### src/rtl/man_pkg.sv
// Shared Manchester frame geometry and decoder state encoding.
// Also used by the matching encoder.
package man_pkg;

    localparam int DATA_CAPACITY = 8;
    localparam int BIT_LENGTH    = 10;
    localparam int PREAMBLE_LEN  = 2;
    localparam int CNT_W         = 32;
    localparam int BCNT_W        = 4;

    typedef enum logic {
        HUNT = 1'b0,
        BIT  = 1'b1
    } man_state_t;

    function automatic logic [CNT_W-1:0] sat_inc(
        input logic [CNT_W-1:0] v
    );
        return (&v) ? v : v + 1'b1;
    endfunction

endpackage

### src/rtl/man_edge_det.sv
// Input synchronizer and rise/fall detector for the Manchester line.
// MAN_DECODER_SYNC_EN selects a 2-flop synchronizer instead of 1 flop.
module man_edge_det (
    input  logic clk,
    input  logic rst_n,
    input  logic din,
    output logic rise,
    output logic fall,
    output logic level
);

`ifdef MAN_DECODER_SYNC_EN
    logic [1:0] sync;

    always_ff @(posedge clk) begin
        if (!rst_n) begin
            sync <= '0;
        end else begin
            sync <= {sync[0], din};
        end
    end

    assign level = sync[1];
`else
    logic sync;

    always_ff @(posedge clk) begin
        if (!rst_n) begin
            sync <= 1'b0;
        end else begin
            sync <= din;
        end
    end

    assign level = sync;
`endif

    logic prev;

    always_ff @(posedge clk) begin
        if (!rst_n) begin
            prev <= 1'b0;
        end else begin
            prev <= level;
        end
    end

    assign rise = level & ~prev;
    assign fall = ~level & prev;

endmodule

### src/rtl/man_decoder.sv
// Manchester frame decoder: 2 preamble zeros then 8 data bits, MSB first.
// Build option MAN_DECODER_SYNC_EN deepens the input synchronizer.
module man_decoder
    import man_pkg::*;
(
    input  logic                     _clk,
    input  logic                     _rst_n,
    input  logic                     _input_wire,
    input  logic [31:0]              _divide_freq,
    output logic [DATA_CAPACITY-1:0] _output_reg,
    output logic                     _valid,
    output logic                     _err,
    output logic                     _busy
);

    localparam logic [BCNT_W-1:0] LAST_BIT = BCNT_W'(BIT_LENGTH - 1);
    localparam logic [BCNT_W-1:0] PRE_END  = BCNT_W'(PREAMBLE_LEN);

    logic rise;
    logic fall;
    logic level;

    man_edge_det u_edge (
        .clk   (_clk),
        .rst_n (_rst_n),
        .din   (_input_wire),
        .rise  (rise),
        .fall  (fall),
        .level (level)
    );

    man_state_t               state;
    logic [CNT_W-1:0]         h_m1;
    logic [CNT_W-1:0]         cnt;
    logic [BCNT_W-1:0]        bit_cnt;
    logic [DATA_CAPACITY-1:0] shift;

    logic [CNT_W-1:0] elapsed;
    logic [CNT_W+1:0] h_full;
    logic [CNT_W+1:0] win_lo;
    logic [CNT_W+1:0] win_hi_m1;
    logic [CNT_W+1:0] elapsed_x;
    logic             in_window;
    logic             timeout;
    logic             new_bit;

    // elapsed = clocks since the detect cycle of the last mid-bit edge
    assign elapsed   = sat_inc(cnt);
    assign elapsed_x = {2'b00, elapsed};
    assign h_full    = {2'b00, h_m1} + 34'd1;
    assign win_lo    = h_full + (h_full >> 1);
    assign win_hi_m1 = win_lo + h_full - 34'd1;
    assign in_window = (rise | fall) && (elapsed_x >= win_lo);
    // Registered err lands in the cycle the count reaches 2H+H/2
    assign timeout   = elapsed_x >= win_hi_m1;
    assign new_bit   = ~level;

    always_ff @(posedge _clk) begin
        if (!_rst_n) begin
            state       <= HUNT;
            h_m1        <= '0;
            cnt         <= '0;
            bit_cnt     <= '0;
            shift       <= '0;
            _output_reg <= '0;
            _valid      <= 1'b0;
            _err        <= 1'b0;
            _busy       <= 1'b0;
        end else begin
            _valid <= 1'b0;
            _err   <= 1'b0;
            unique case (state)
                HUNT: begin
                    if (rise) begin
                        h_m1    <= _divide_freq;
                        shift   <= '0;
                        bit_cnt <= BCNT_W'(1);
                        cnt     <= '0;
                        state   <= BIT;
                        _busy   <= 1'b1;
                    end
                end
                BIT: begin
                    if (in_window) begin
                        cnt <= '0;
                        if (bit_cnt < PRE_END && new_bit) begin
                            _err  <= 1'b1;
                            state <= HUNT;
                            _busy <= 1'b0;
                        end else if (bit_cnt == LAST_BIT) begin
                            _output_reg <= {shift[DATA_CAPACITY-2:0],
                                            new_bit};
                            _valid      <= 1'b1;
                            state       <= HUNT;
                            _busy       <= 1'b0;
                        end else begin
                            shift   <= {shift[DATA_CAPACITY-2:0], new_bit};
                            bit_cnt <= bit_cnt + 1'b1;
                        end
                    end else if (timeout) begin
                        cnt   <= '0;
                        _err  <= 1'b1;
                        state <= HUNT;
                        _busy <= 1'b0;
                    end else begin
                        cnt <= elapsed;
                    end
                end
                default: begin
                    state <= HUNT;
                    _busy <= 1'b0;
                end
            endcase
        end
    end

endmodule

### config.mk
export PLATFORM = sky130hd
export DESIGN_NAME = man_decoder
export DESIGN_NICKNAME = d
export VERILOG_FILES = /design/src/rtl/man_pkg.sv /design/src/rtl/man_edge_det.sv /design/src/rtl/man_decoder.sv
export SDC_FILE = /design/constraint.sdc
export NUM_CORES = 1
export LEC_CHECK = 0
export CORE_MARGIN = 2
export CORE_UTILIZATION = 60
export CTS_CLUSTER_SIZE = 30
export DETAILED_ROUTE_END_ITERATION = 10
export HOLD_SLACK_MARGIN = 0.05
export PLACE_DENSITY_LB_ADDON = 0.1
export SETUP_SLACK_MARGIN = 0.4
export SLEW_MARGIN = 10
export SYNTH_ARGS = -nofsm -noshare
export SYNTH_HDL_FRONTEND = slang
export SYNTH_SLANG_ARGS = --single-unit
### constraint.sdc
create_clock -name _clk -period 23.7 [get_ports _clk]
set_input_delay 5.925 -clock _clk [delete_from_list [all_inputs] [get_ports _clk]]
set_output_delay 5.925 -clock _clk [all_outputs]
set_load 0.02 [all_outputs]
# After elaboration in Yosys (flattened, before gate mapping)
# Cells that the tools add are included.
# totals
ff_bits	89
wordCells	76
in_bits	35
out_inout_bits	11
# classes
bitwise	9
n_eq_ne	7
n_mux	31
n_lt_le_gt_ge	3
n_reduce_logical	9
addsub	6
# ops
op	count
$mux 32	4
$ge 32x34->1	2
$pmux 32 s2	1
$add 33x32->34	1
$add 34x33->34	1
$sub 34x1->34 const B	1
$add 32x1->33 const B	1
$add 32x1->32 const B	1
$reduce_and 32->1	1
$mux 7	4
$mux 4	4
$mux 1	14
$pmux 7 s2	1
$pmux 4 s2	1
$reduce_and 4->1	2
$ne 2x2->1 const B	3
$not 1->1	6
$add 4x1->4 const B	1
$eq 4x4->1 const B	1
$lt 4x2->1 const B	1
$ne 4x2->1 const B	1
$pmux 1 s2	2
$reduce_and 2->1	2
$reduce_or 4->1	1
6 further kinds	8

# Longest topological paths before layout
# Gate-level depths: netlist of the first run.
# depth
ltp_word	8
depth_mapped	45
ltp_nobuf	40

# Modules after synthesis
# A second synthesis of the first run with hierarchy kept.
# hier_totals
cells_unflattened	1369
hier_area_um2	10547.6
# modules_own_cells
module	area_each_um2	seq_area_each_um2	cells_each	n_inst
man_decoder	10482.6	1741.7	1363	1
man_edge_det	65.1	40.0	6	1

# Worst setup path before layout of the first run
# OpenSTA, ideal clock, no wires.
# synth_timing
path_kind	flip-flop to flip-flop
startpoint	reg h_m1[0]
endpoint	reg cnt[10]
t_required_ns	23.583
path_stages_with_launch	44
slack_ns	16.098
n_path_buf	4
period_less_slack_ns	7.602
t_arrival_ns	7.485
setup_time_ns	0.117
path_cell_list	dfxtp_1 > ha_1 > clkbuf_1 > xor2_1 > ha_1 > a21oi_1 > o21ai_0 > a21oi_1 > nor4_1 > nor4_2 > o22ai_2 > a21oi_1 > xor2_1 > ha_1 > inv_1 > ha_1 > a21o_1 > a21o_1 > (+8 left out) > nor2b_1 > o21ai_0 > nand2b_1 > xnor2_1 > ha_1 > nand4_1 > nor2_1 > nand2_1 > nor3_1 > a211oi_1 > o21ai_0 > a21oi_1 > or3_1 > buf_2 > and2_1 > buf_6 > buf_4 > a32o_1
# synth_between
elab_chain_cells	8
word_cells_on_any_way	10
cone_classes	4 x add/sub; 2 x order compare; 3 x mux; 1 x reduce/logical
# synth_lines
element	line	rtl
from (decl)	man_decoder.sv:33	logic [CNT_W-1:0] h_m1;
from (signal assigned)	man_decoder.sv:75	h_m1 <= _divide_freq;
$add 32x1->33 (*)	man_decoder.sv:50	assign h_full = {2'b00, h_m1} + 34'd1;
$add 33x32->34	man_decoder.sv:51	assign win_lo = h_full + (h_full >> 1);
$add 34x33->34	man_decoder.sv:52	assign win_hi_m1 = win_lo + h_full - 34'd1;
$sub 34x1->34	man_decoder.sv:52	
$ge 32x34->1	man_decoder.sv:55	assign timeout = elapsed_x >= win_hi_m1;
$mux 32	man_decoder.sv:100	end else if (timeout) begin
$mux 32 (*)	man_decoder.sv:84	if (in_window) begin
$pmux 32 s2 (*)	man_decoder.sv:72	unique case (state)
to (signal assigned)	man_decoder.sv:106	cnt <= elapsed;
to (decl)	man_decoder.sv:34	logic [CNT_W-1:0] cnt;
# Every way passes the cells marked *; elsewhere a longest branch is shown, timed or not.
# A chain may end at the register's enable or synchronous reset.

# Worst setup path in the final report of the first run
# layout_timing
startpoint	reg h_m1[0]
endpoint	reg cnt[5]
# The elaborated chain is that of the path after synthesis.

==> flow_metrics.env, run 1 <==
export IMPL_required_ps=24000
export IMPL_rows=48
export IMPL_grt_start_max_net_pins=52
export IMPL_track_usage=0.2863
export IMPL_hold_viol=0
export IMPL_syn_inst=1413
export IMPL_vias=10090
export IMPL_min_period_ps=9401
export IMPL_cpPeakStageDelay_ps=870
export IMPL_start_util=0.6168
export IMPL_postCtsSetupBuffers=0
export IMPL_path_max_fanout=26
export IMPL_hold_class="register to register"
export IMPL_gp_congestion=0.9422
export IMPL_crit_arrival_ps=9700
export IMPL_grt_pass1_wl_mm=43.87
export IMPL_tightest_slew_ps=1088
export IMPL_setup_viol=0
export IMPL_drc=0
export IMPL_core_um2=17360
export IMPL_nFillCells=1553
export IMPL_p_seq_frac=0.285
export IMPL_antenna_cells=0
export IMPL_fin_cells=1640
export IMPL_final_common_cell="ha_1"
export IMPL_path_common_cell="a21oi_1"
export IMPL_synth_ff_latch_count=89
export IMPL_syn_area_per_cell_um2=7.576
export IMPL_drv_cap=0
export IMPL_maxSlewHeadroom=0.2747
export IMPL_dr_wl_met2_mm=11.48
export IMPL_leakage_nw=5.086
export IMPL_timing_final_crit_share=0.3967
export IMPL_final_core_util=0.6631
export IMPL_cts_root_buf="clkbuf_16"
export IMPL_num_io_pins=46
export IMPL_dp_cells=1624
export IMPL_rsz0062_at_grt="false"
export IMPL_finalNetCount=1590
export IMPL_drt_initial_drc_count=684
export IMPL_mostFrequentLayoutCells="ha_1 (144), nand2_1 (140), a21oi_1 (126)"
export IMPL_synth_nets=1593
export IMPL_cpMaxStageDelayCell="and2_1"
export IMPL_first_pass_iters=5
export IMPL_numCtsBuffers=9
export IMPL_cts_resized=0
export IMPL_antenna_left=0
export IMPL_cp_end_kind="register"
export IMPL_cts_hold_buf=0
export IMPL_dp_final_hpwl_mm=21.09
export IMPL_routed_wl_mm=26.51
export IMPL_fmax_mhz=106.4
export IMPL_clk_pin_slew_worst_paths_ps=70
export IMPL_worstSetupPathType="register to register"
export IMPL_skew_ps=14.69
export IMPL_power_frac_comb=0.449
export IMPL_power_density_nw_per_um2=48.67
export IMPL_p_int_w=0.0003373
export IMPL_slew_viol_final=0
export IMPL_cts_num_sinks=89
export IMPL_overflow=0
export IMPL_antenna_found_initial=0
export IMPL_die_x_um=137.6
export IMPL_p_sw_frac=0.3979
export IMPL_seq_area_frac_synth=0.1664
export IMPL_port_buffers=45
export IMPL_synthArstFlopShare=0
export IMPL_wire_per_inst_um=16.17
export IMPL_top_layer="met4"
export IMPL_cts_buffer_depth=2
export IMPL_syn_area_um2=10710
export IMPL_wl_met1_mm=13.25
export IMPL_dieArea_um2=18930
export IMPL_netlist_cell_type_count=90
export IMPL_synth_edf_count=0
export IMPL_ys_flop_type="dfxtp_1"
export IMPL_layout_drive_gt1_share=0.04099
export IMPL_status="finished clean"
export IMPL_area_delta_synth_final_pct=7.503
export IMPL_clock_power_share=0.266
export IMPL_critPathLaunchType="register"
export IMPL_clk_insertion_delay_late_ps=360
export IMPL_wl_met3_mm=1.538
export IMPL_tns_ps=0
export IMPL_switching_power_w=0.0002229
export IMPL_ys_warn_count=0
export IMPL_die_h_um=137.6
export IMPL_viasPerCell=6.155
export IMPL_grt_pass1_vias=9001
export IMPL_htree_levels=3
export IMPL_irDropWorstVdd_v=0.00004207
export IMPL_cts_tree="built"
[worst max-delay path: cells and delay by family, from the launching register on]
kind / cells / cell delay [ps]
AO/OA/AOI/OAI: 15 / 3560
AND/OR/NAND/NOR: 10 / 2320
adder cells (fa/ha/maj): 5 / 1670
XOR/XNOR: 3 / 980
flip-flops: 1 / 590
buffers and inverters: 2 / 200
[worst paths after layout]
kind	cells after the start	slack, ps	startpoint	endpoint
setup reg to reg	35	14300	h_m1[0]	cnt[5]
setup / recovery	35	14300	h_m1[0]	cnt[5]
hold reg to reg	1	470	cnt[22]	cnt[22]
hold / removal	1	470	cnt[22]	cnt[22]
[cells in the mapped netlist, types with 18 or more instances]
library cell,count,area share
a21o_1,42,0.029
a21oi_1,126,0.059
buf_2,18,0.0084
nand3_1,42,0.020
xnor2_1,80,0.065
nor2_1,84,0.029
ha_1,144,0.17
o21ai_0,47,0.022
inv_1,110,0.039
xor2_1,52,0.043
nor3_1,33,0.015
dfxtp_1,89,0.17
nand4_1,27,0.016
and3_1,18,0.011
nor2b_1,18,0.011
nand2b_1,20,0.012
a32o_1,26,0.024
clkbuf_1,42,0.015
nand2_1,140,0.049
[cell families (layout without fill, tap and decap cells)]
kind of cell | count (synthesis) | count (layout) | share of synthesized area
simple gates | 475 | 475 | 0.2300
fa+ha+maj | 145 | 145 | 0.1702
mux | 12 | 12 | 0.01145
compound gates | 383 | 383 | 0.2450
flops | 89 | 89 | 0.1664
buf+inv | 175 | 177 | 0.06533
xor+xnor | 134 | 134 | 0.1116
[per-stage QoR]
stage	instance area [um2]	setup slack, ps	hold WS [ps]	total power [W]
after global placement	11200	14600	445.1	0.0004057
final	11510	14300	474.2	0.0005601
after CTS	11510	14370	481.2	0.0005584
after floorplan	10710	16100	436.3	0.0003555
after global routing	11510	13520	500.2	0.0005985
after detailed placement	11200	14410	463.7	0.0004088
[area by class of cell]
type | count | area, um2 | area share
multi-input combinational | 1149 | 8237 | 0.7157
sequential | 89 | 1782 | 0.1548
timing repair buffer | 50 | 488.0 | 0.04240
inverter | 111 | 416.7 | 0.03620
tap | 225 | 281.5 | 0.02446
clock buffer | 9 | 225.2 | 0.01957
clock inverter | 7 | 78.83 | 0.006849
[power groups by stage]
| stage | registers, W | clock network [W] | logic (W) |
|---|---|---|---|
| 4_1_cts | 0.000160 | 0.000151 | 0.000248 |
| 2_1_floorplan | 0.000159 | 0 | 0.000197 |
| 3_3_place_gp | 0.000163 | 0 | 0.000243 |
| 6_report | 0.000160 | 0.000149 | 0.000251 |
| 5_1_grt | 0.000161 | 0.000156 | 0.000282 |
| 3_5_place_dp | 0.000163 | 0 | 0.000246 |
[routing by layer]
layer	up-vias	global-route usage
met5	-	0
met4	0	0.04582
met3	19	0.03642
met1	4710	0.4243
li1	5109	-
met2	256	0.4489
Power figures use the tool's default switching activity.
==> run 2: changes to the inputs <==
--- a/config.mk
+++ b/config.mk
@@ -6,7 +6,7 @@
 export NUM_CORES = 1
 export LEC_CHECK = 0
 export CORE_MARGIN = 2
-export CORE_UTILIZATION = 60
+export CORE_UTILIZATION = 57
 export CTS_CLUSTER_SIZE = 30
 export DETAILED_ROUTE_END_ITERATION = 10
 export HOLD_SLACK_MARGIN = 0.05
==> constraint.sdc (replaced) <==
create_clock -name _clk -period 7.6 [get_ports _clk]
set_input_delay 1.9 -clock _clk [delete_from_list [all_inputs] [get_ports _clk]]
set_output_delay 1.9 -clock _clk [all_outputs]
set_load 0.02 [all_outputs]
==> flow_metrics.env, run 2 (same netlist as run 1, synthesis figures left out) <==
export IMPL_die_x_um=141.0
export IMPL_final_core_util=0.7265
export IMPL_drc=0
export IMPL_htree_levels=3
export IMPL_tightest_slew_ps=1072
export IMPL_clock_power_share=0.244
export IMPL_antenna_found_initial=0
export IMPL_cts_tree="built"
export IMPL_power_density_nw_per_um2=140.7
export IMPL_rows=50
export IMPL_numCtsBuffers=9
export IMPL_num_io_pins=46
export IMPL_cp_buffers_inverters=3
export IMPL_grt_start_max_net_pins=52
export IMPL_grt_pass1_wl_mm=46.95
export IMPL_r2r_end="cnt[10]"
export IMPL_cts_root_buf="clkbuf_16"
export IMPL_clk_insertion_delay_late_ps=360
export IMPL_clk_pin_slew_worst_paths_ps=80
export IMPL_skew_ps=19.51
export IMPL_drt_initial_drc_count=702
export IMPL_p_int_w=0.001145
export IMPL_grt_pass1_vias=9860
export IMPL_mostFrequentLayoutCells="nand2_1 (135), ha_1 (126), buf_4 (122)"
export IMPL_p_total_w=0.001899
export IMPL_area_delta_synth_final_pct=26.10
export IMPL_hold_viol=0
export IMPL_nFillCells=1433
export IMPL_r2r_cells=39
export IMPL_min_from="h_m1[27]"
export IMPL_slew_viol_final=0
export IMPL_first_pass_iters=5
export IMPL_crit_arrival_ps=7510
export IMPL_path_max_fanout=7
export IMPL_p_seq_frac=0.256
export IMPL_power_frac_comb=0.500
export IMPL_antenna_cells=0
export IMPL_critPathLaunchType="register"
export IMPL_p_sw_frac=0.3969
export IMPL_worstSetupPathType="register to register"
export IMPL_core_um2=18580
export IMPL_dp_final_hpwl_mm=22.26
export IMPL_r2r_start="h_m1[5]"
export IMPL_vias=10860
export IMPL_cts_buffer_depth=2
export IMPL_whs_path_depth=2
export IMPL_wire_per_inst_um=17.11
export IMPL_min_period_ps=7274
export IMPL_viasPerCell=6.097
export IMPL_status="finished clean"
export IMPL_irDropWorstVdd_v=0.0001275
export IMPL_routed_wl_mm=30.47
export IMPL_timing_final_crit_share=0.9571
export IMPL_cpMaxStageDelayCell="a221o_1"
export IMPL_cts_num_sinks=89
export IMPL_pre_cts_ws_ps=12.40
export IMPL_setup_viol=0
export IMPL_drv_cap=0
export IMPL_rsz0062_at_grt="true"
export IMPL_rrSetupSlack_ps=330
export IMPL_leakage_nw=5.960
export IMPL_finalWorstSetupSlack_ps=325.9
export IMPL_final_common_cell="nand2_1"
export IMPL_fin_cells=1781
export IMPL_track_usage=0.2849
export IMPL_maxSlewHeadroom=0.2855
export IMPL_finalNetCount=1722
export IMPL_cp_end_kind="register"
export IMPL_layout_drive_gt1_share=0.2185
export IMPL_cp_top_family="compound AO/OA/AOI/OAI gates"
export IMPL_dp_cells=1691
export IMPL_port_buffers=45
export IMPL_dieArea_um2=19890
export IMPL_hold_class="register to register"
export IMPL_cpPeakStageDelay_ps=390
export IMPL_start_util=0.5762
export IMPL_antenna_left=0
export IMPL_fmax_mhz=137.5
export IMPL_switching_power_w=0.0007538
export IMPL_hold_end="h_m1[27]"
export IMPL_gp_congestion=0.9990
export IMPL_die_h_um=141.0
export IMPL_tns_ps=0
export IMPL_cts_hold_buf=0
export IMPL_overflow=0
export IMPL_required_ps=7840
-- run 2: power groups by stage --
stage	Combinational [W]	Clock, W	Sequential [W]
after global placement	0.000791	0	0.000497
after global routing	0.00105	0.000491	0.000489
final	0.000949	0.000463	0.000487
after floorplan	0.000623	0	0.000495
after CTS	0.000844	0.000473	0.000487
after detailed placement	0.000806	0	0.000498
-- run 2: worst reg2reg max path: cells and delay by family, from the launching register on --
kind	cells	cell delay, ps
fa+ha+maj	4	1130
compound gates	17	2830
xor+xnor	3	540
buf+inv	3	360
flops	1	380
simple gates	12	1930
-- run 2: worst max-delay path by stage --
stage | end | depth (start not counted) | slack, ps | start
2_1_floorplan | cnt[10] | 43 | 400 | h_m1[0]
3_3_place_gp | cnt[9] | 39 | 150 | h_m1[9]
3_5_place_dp | cnt[21] | 42 | 10 | h_m1[4]
4_1_cts | cnt[1] | 43 | 400 | h_m1[0]
5_1_grt | cnt[10] | 39 | -8 | h_m1[13]
6_report | cnt[10] | 39 | 330 | h_m1[5]
-- run 2: metrics by stage --
| step | cell area [um2] | hold slack, ps |
|---|---|---|
| floorplan | 10840 | 436.3 |
| detailed placement | 11750 | 450.6 |
| global route | 13500 | 492.4 |
| finish | 13500 | 461.8 |
| CTS | 12480 | 462.0 |
| global placement | 11750 | 448.0 |
-- run 2: routing by layer --
| layer | global-route usage | vias to the layer above | share of wire |
|---|---|---|---|
| li1 | - | 5378 | - |
| met1 | 0.4012 | 5052 | 0.46 |
| met2 | 0.4539 | 362 | 0.45 |
| met3 | 0.03567 | 66 | 0.055 |
| met4 | 0.09105 | 0 | 0.029 |
| met5 | 0 | - | 0 |
-- run 2: layout make-up --
type	instances	area [um2]	share of cell area
multi-input combinational	1149	9086	0.6731
tap	234	292.8	0.02169
sequential	89	1810	0.1341
inverter	111	419.2	0.03105
timing repair buffer	182	1584	0.1173
clock inverter	7	81.33	0.006025
clock buffer	9	225.2	0.01668
-- run 2: timing repair --
action | CTS | global route
resized for setup | 45 | 146
endpoints found under the setup margin | 35 | 37
setup buffers | 29 | 42
gates cloned | 0 | 3
pin swaps | 24 | 73
